$ cat config.mk
export PLATFORM = sky130hd
export DESIGN_NAME = pipeline_stall_ctrl
export DESIGN_NICKNAME = d
export VERILOG_FILES = /design/src/rtl/pipe_ctrl_pkg.sv /design/src/rtl/sat_counter.sv /design/src/rtl/pipeline_stall_ctrl.sv
export SDC_FILE = /design/constraint.sdc
export NUM_CORES = 1
export LEC_CHECK = 0
export ABC_AREA = 1
export BUFFER_PORTS_ARGS = -buffer_cell sky130_fd_sc_hd__buf_2
export CAP_MARGIN = 15
export CORE_MARGIN = 2
export CORE_UTILIZATION = 35
export CTS_CLUSTER_SIZE = 40
export DETAILED_ROUTE_END_ITERATION = 6
export SYNTH_ARGS = -nofsm -noshare
export SYNTH_HDL_FRONTEND = slang
export SYNTH_SLANG_ARGS = --single-unit
$ cat constraint.sdc
create_clock -name clk -period 2.3 [get_ports clk]
set_clock_uncertainty 0.1 [all_clocks]
set_input_delay 0.115 -clock clk [delete_from_list [all_inputs] [get_ports clk]]
set_output_delay 0.115 -clock clk [all_outputs]
set_load 0.1 [all_outputs]
$ cat src/rtl/pipe_ctrl_pkg.sv
// Shared types and constants for the pipeline stall controller.
// Latency: n/a (types only).
// Backpressure: n/a (types only).
package pipe_ctrl_pkg;

    typedef enum logic [1:0] {
        RUN     = 2'd0,
        LDSTALL = 2'd1,
        DRAIN   = 2'd2,
        HALTED  = 2'd3
    } state_e;

    // A halt must let the three older instructions in EX, MEM and WB retire.
    localparam int DRAIN_CYCLES   = 3;
    // The 2-bit stall down-counter limits how many bubbles one load can request.
    localparam int LOAD_STALL_MAX = 3;

endpackage

$ cat src/rtl/sat_counter.sv
// Saturating up-counter: counts enabled cycles and sticks at all-ones.
// Latency: count reflects increments up to the previous clock edge.
// Backpressure: none; inc_en is sampled every cycle.
//
// Ports: clk, rst_n (async clear), inc_en (count this cycle), count (value).
module sat_counter #(
    parameter int W = 16
) (
    input  logic         clk,
    input  logic         rst_n,
    input  logic         inc_en,
    output logic [W-1:0] count
);

    logic [W-1:0] count_q;
    logic [W-1:0] count_d;

    always_comb begin
        count_d = count_q;
        if (inc_en && (count_q != {W{1'b1}})) begin
            count_d = count_q + 1'b1;
        end
    end

    always_ff @(posedge clk or negedge rst_n) begin
        if (!rst_n) begin
            count_q <= '0;
        end else begin
            count_q <= count_d;
        end
    end

    assign count = count_q;

endmodule

$ cat src/rtl/pipeline_stall_ctrl.sv
// Pipeline sequencer: load-use stalls, branch flush, halt drain, memory freeze.
// Latency: enables are combinational from state and inputs; state updates next edge.
// Backpressure: mem_busy freezes every register and holds the sequencer state.
//
// Ports: hazard_i / branch_taken_EX / halt_ID / mem_busy in; PC, IF/ID and
// downstream pipe enables, IF/ID flush, ID/EX bubble, sticky halted and a
// saturating stall-cycle counter out.
module pipeline_stall_ctrl
    import pipe_ctrl_pkg::*;
#(
    parameter int LOAD_STALL_CYCLES = 1,
    parameter int STALL_CNT_W       = 16
) (
    input  logic                   clk,
    input  logic                   rst_n,
    input  logic                   hazard_i,
    input  logic                   branch_taken_EX,
    input  logic                   halt_ID,
    input  logic                   mem_busy,
    output logic                   pc_write_en,
    output logic                   ifid_write_en,
    output logic                   ifid_flush,
    output logic                   idex_bubble,
    output logic                   pipe_write_en,
    output logic                   halted,
    output logic [STALL_CNT_W-1:0] stall_cycles
);

    // Out-of-range settings are clamped into what the 2-bit counter can hold.
    localparam int LS_EFF = (LOAD_STALL_CYCLES < 1)              ? 1 :
                            (LOAD_STALL_CYCLES > LOAD_STALL_MAX) ? LOAD_STALL_MAX :
                                                                   LOAD_STALL_CYCLES;
    // The hazard cycle in RUN is the first bubble, so LDSTALL covers the rest.
    localparam logic [1:0] LS_CNT_INIT    = 2'(LS_EFF - 1);
    localparam logic [1:0] DRAIN_CNT_INIT = 2'(DRAIN_CYCLES);

    state_e     state_q, state_d;
    logic [1:0] cnt_q, cnt_d;

    logic pc_we, ifid_we, flush, bubble, pipe_we, halt_st;
    logic stall_inc;

    always_comb begin
        state_d = state_q;
        cnt_d   = cnt_q;
        pc_we   = 1'b0;
        ifid_we = 1'b0;
        flush   = 1'b0;
        bubble  = 1'b0;
        pipe_we = 1'b0;
        halt_st = 1'b0;

        if (state_q == HALTED) begin
            halt_st = 1'b1;
        end else if (mem_busy) begin
            // Freeze: every enable low, state and counter hold.
        end else begin
            case (state_q)
                RUN: begin
                    if (branch_taken_EX) begin
                        // Younger hazard/halt are on the wrong path and are dropped.
                        pc_we   = 1'b1;
                        ifid_we = 1'b1;
                        flush   = 1'b1;
                        bubble  = 1'b1;
                        pipe_we = 1'b1;
                    end else if (hazard_i) begin
                        bubble  = 1'b1;
                        pipe_we = 1'b1;
                        if (LS_EFF > 1) begin
                            state_d = LDSTALL;
                            cnt_d   = LS_CNT_INIT;
                        end
                    end else if (halt_ID) begin
                        bubble  = 1'b1;
                        pipe_we = 1'b1;
                        state_d = DRAIN;
                        cnt_d   = DRAIN_CNT_INIT;
                    end else begin
                        pc_we   = 1'b1;
                        ifid_we = 1'b1;
                        pipe_we = 1'b1;
                    end
                end
                LDSTALL: begin
                    if (branch_taken_EX) begin
                        pc_we   = 1'b1;
                        ifid_we = 1'b1;
                        flush   = 1'b1;
                        bubble  = 1'b1;
                        pipe_we = 1'b1;
                        state_d = RUN;
                        cnt_d   = 2'd0;
                    end else begin
                        bubble  = 1'b1;
                        pipe_we = 1'b1;
                        cnt_d   = cnt_q - 2'd1;
                        if (cnt_q == 2'd1) begin
                            state_d = RUN;
                        end
                    end
                end
                DRAIN: begin
                    // EX only holds bubbles here, so branch/hazard cannot be real.
                    bubble  = 1'b1;
                    pipe_we = 1'b1;
                    cnt_d   = cnt_q - 2'd1;
                    if (cnt_q == 2'd1) begin
                        state_d = HALTED;
                    end
                end
                default: begin
                end
            endcase
        end
    end

    always_ff @(posedge clk or negedge rst_n) begin
        if (!rst_n) begin
            state_q <= RUN;
            cnt_q   <= 2'd0;
        end else begin
            state_q <= state_d;
            cnt_q   <= cnt_d;
        end
    end

    // Outputs are forced low for as long as reset is held, not only after an edge.
    assign pc_write_en   = rst_n & pc_we;
    assign ifid_write_en = rst_n & ifid_we;
    assign ifid_flush    = rst_n & flush;
    assign idex_bubble   = rst_n & bubble;
    assign pipe_write_en = rst_n & pipe_we;
    assign halted        = rst_n & halt_st;

    // Frozen cycles count as stalls; time spent halted does not.
    assign stall_inc = ~pc_we & (state_q != HALTED);

    sat_counter #(
        .W (STALL_CNT_W)
    ) u_stall_cnt (
        .clk    (clk),
        .rst_n  (rst_n),
        .inc_en (stall_inc),
        .count  (stall_cycles)
    );

endmodule

==> results.sh <==
export IMPL_final_common_cell="nand2_1"
export IMPL_outcome="finished clean"
export IMPL_yosysTopAreaCellShare_pct=36.30
export IMPL_io_buffer_count=27
export IMPL_r2r_setup_slack_ns=0.32
export IMPL_slew_limit_headroom_pct=67.61
export IMPL_initial_core_util_pct=37.10
export IMPL_power_density_nw_per_um2=1176
export IMPL_first_pass_iters=4
export IMPL_worstReg2RegEnd="u_stall_cnt.count[12]"
export IMPL_slowest_stage="buf_2"
export IMPL_gp_congestion=0.7623
export IMPL_drtIter0Drc=57
export IMPL_die_y_um=66.77
export IMPL_criticalPathCategory="reg -> out"
export IMPL_hold_violations=0
export IMPL_cts_tree="yes"
export IMPL_cts_max_path_buffers=2
export IMPL_synth_cell_types=21
export IMPL_drc=0
export IMPL_ys_warn_count=0
export IMPL_synth_seq_cells=20
export IMPL_cp_cell_sequence="ha_2 -> inv_2 -> nand2_2 -> nor2_4 -> inv_2 -> a21oi_4 -> buf_2"
export IMPL_avgRoutedWirePerCell_um=10.44
export IMPL_layout_setup_ws_ns=0.3059
export IMPL_finalWorstPathRequiredPeriod_ns=1.994
export IMPL_critPathBufInv=3
export IMPL_yosys_top_cells_area="dfrtp_1, nand2_1, ha_1, nor2_1, inv_1"
export IMPL_grt_max_degree=17
export IMPL_crit_fanout=5
export IMPL_routed_wl_um=2955
export IMPL_area_growth_synth_to_final_pct=20.51
export IMPL_grt_pass1_wl_um=5050
export IMPL_tightest_slew_ns=0.4892
export IMPL_clkSinkCount=20
export IMPL_max_cap_violations=0
export IMPL_syn_num_nets=218
export IMPL_r2r_start="state_q[0]"
export IMPL_holdCritPathClass="in -> async"
export IMPL_finalNonFillerCells=283
export IMPL_grt_pass1_vias=1150
export IMPL_clk_latency_ns=0.26
export IMPL_root_buffer="clkbuf_8"
export IMPL_final_nets=250
export IMPL_vdd_drop_max_mv=0.7406
export IMPL_post_route_period_util_pct=86.70
export IMPL_cts_buffers=3
export IMPL_power_leakage_nw=0.8651
export IMPL_synth_area_per_cell_um2=6.759
export IMPL_critical_path_required_ns=2.09
export IMPL_grtUsageTotal_pct=14.91
export IMPL_slowest_delay_ns=0.44
export IMPL_vias_per_cell=4.523
export IMPL_clk_pin_slew_worst_paths_ns=0.07
export IMPL_worst_path_most_repeated_cell="inv_2"
export IMPL_crit_family="buffers and inverters"
export IMPL_post_cts_hold_buffer_count=1
export IMPL_layout_drive_gt1_share_pct=21.28
export IMPL_layout_common_cells="nand2_1, buf_2, inv_1, nor2_1, dfrtp_1"
export IMPL_dpl_cell_area_um2=1597
export IMPL_cp_end_kind="output port"
export IMPL_maxSlewViolCount=0
export IMPL_antenna_found_initial=0
export IMPL_grt_ovfl_total=0
export IMPL_yosysSeqAreaShare_pct=36.30
export IMPL_whs_ns=0.1647
export IMPL_dp_cells=278
export IMPL_htree_levels=1
export IMPL_fmax_mhz=501.5
export IMPL_die_x_um=66.77
export IMPL_power_w=0.001954
export IMPL_core_area_um2=3716
export IMPL_synth_top_area_cell="dfrtp_1"
export IMPL_post_cts_resized=0
export IMPL_finalSetupViolations=0
export IMPL_synthCells=204
export IMPL_arrival_ns=1.78
export IMPL_diodes=0
export IMPL_ant_nets=0
export IMPL_ios=28
export IMPL_place_ws_ns=0.3328
export IMPL_postCtsSetupRepairBufs=0
export IMPL_netlist_area_um2=1379
export IMPL_core_rowCount=22
export IMPL_num_vias=1280
export IMPL_rsz0062_at_grt="false"
export IMPL_dpl_hpwl_um=2261
export IMPL_crit_path_start_kind="flop"
export IMPL_die_area_um2=4458
export IMPL_fin_area_um2=1662
export IMPL_reg2regPathDepth=8
-- cells in the mapped netlist, drive strengths merged --
| master | n |
|---|---|
| a21oi | 6 |
| buf | 3 |
| dfrtp | 20 |
| ha | 8 |
| inv | 22 |
| nand2 | 93 |
| nand3 | 7 |
| nand4 | 5 |
| nor2 | 24 |
| o21a | 1 |
| o21ai | 8 |
| xnor2 | 4 |
| xor2 | 3 |
-- power by group --
part           leakage (nW)  switching (W)  internal, W
clock network        0.0288       0.000116     0.000152
registers             0.260       0.000105     0.000442
logic                 0.576       0.000879     0.000260
-- metal layers --
layer / global-route usage, % / up-vias / share of wire [%]
li1: - / 692 / -
met1: 21.07 / 561 / 52
met2: 22.63 / 22 / 42
met3: 2.703 / 5 / 4.2
met4: 5.357 / 0 / 1.3
met5: 0 / - / 0
-- sequential cells by signal (all words and copies together), names as in the netlist --
name	flops
u_stall_cnt.count	16
cnt_q	2
state_q	2
-- cells by family (layout without fill, tap and decap cells) --
| family | after synthesis | after routing | synth area share, % |
|---|---|---|---|
| buffers and inverters | 25 | 56 | 7.713 |
| and+or+nand+nor | 129 | 129 | 38.66 |
| adders and majority gates | 8 | 8 | 7.260 |
| AOI/OAI and AO/OA | 15 | 15 | 5.627 |
| DFF | 20 | 20 | 36.30 |
| xor gates and xnor gates | 7 | 7 | 4.447 |
-- stage by stage --
step | setup TNS, ns | utilization [%]
global route | 0 | 44.71
detailed placement | 0 | 42.96
global placement | 0 | 42.96
finish | 0 | 44.71
CTS | 0 | 44.71
floorplan | -0.4176 | -
-- cell type report --
type                    count  area, um^2
clock buffers               4       55.05
fillers                   402        2054
inverters                  22       82.58
multi-input cells         159       800.8
flip-flops and latches     20       503.0
well taps                  48       60.06
repair buffers             30       160.2
-- worst max path at each step --
stage	endpoint	slack, ns	from	cells past startpoint
global placement	u_stall_cnt.count[1]	0.38	state_q[1]	8
finish	pc_write_en	0.31	state_q[1]	7
floorplan	pc_write_en	-0.17	state_q[1]	7
CTS	pc_write_en	0.29	state_q[1]	7
global route	u_stall_cnt.count[13]	0.13	state_q[0]	10
detailed placement	u_stall_cnt.count[1]	0.33	state_q[0]	8
Note: power is estimated with default switching activity, not from simulation.
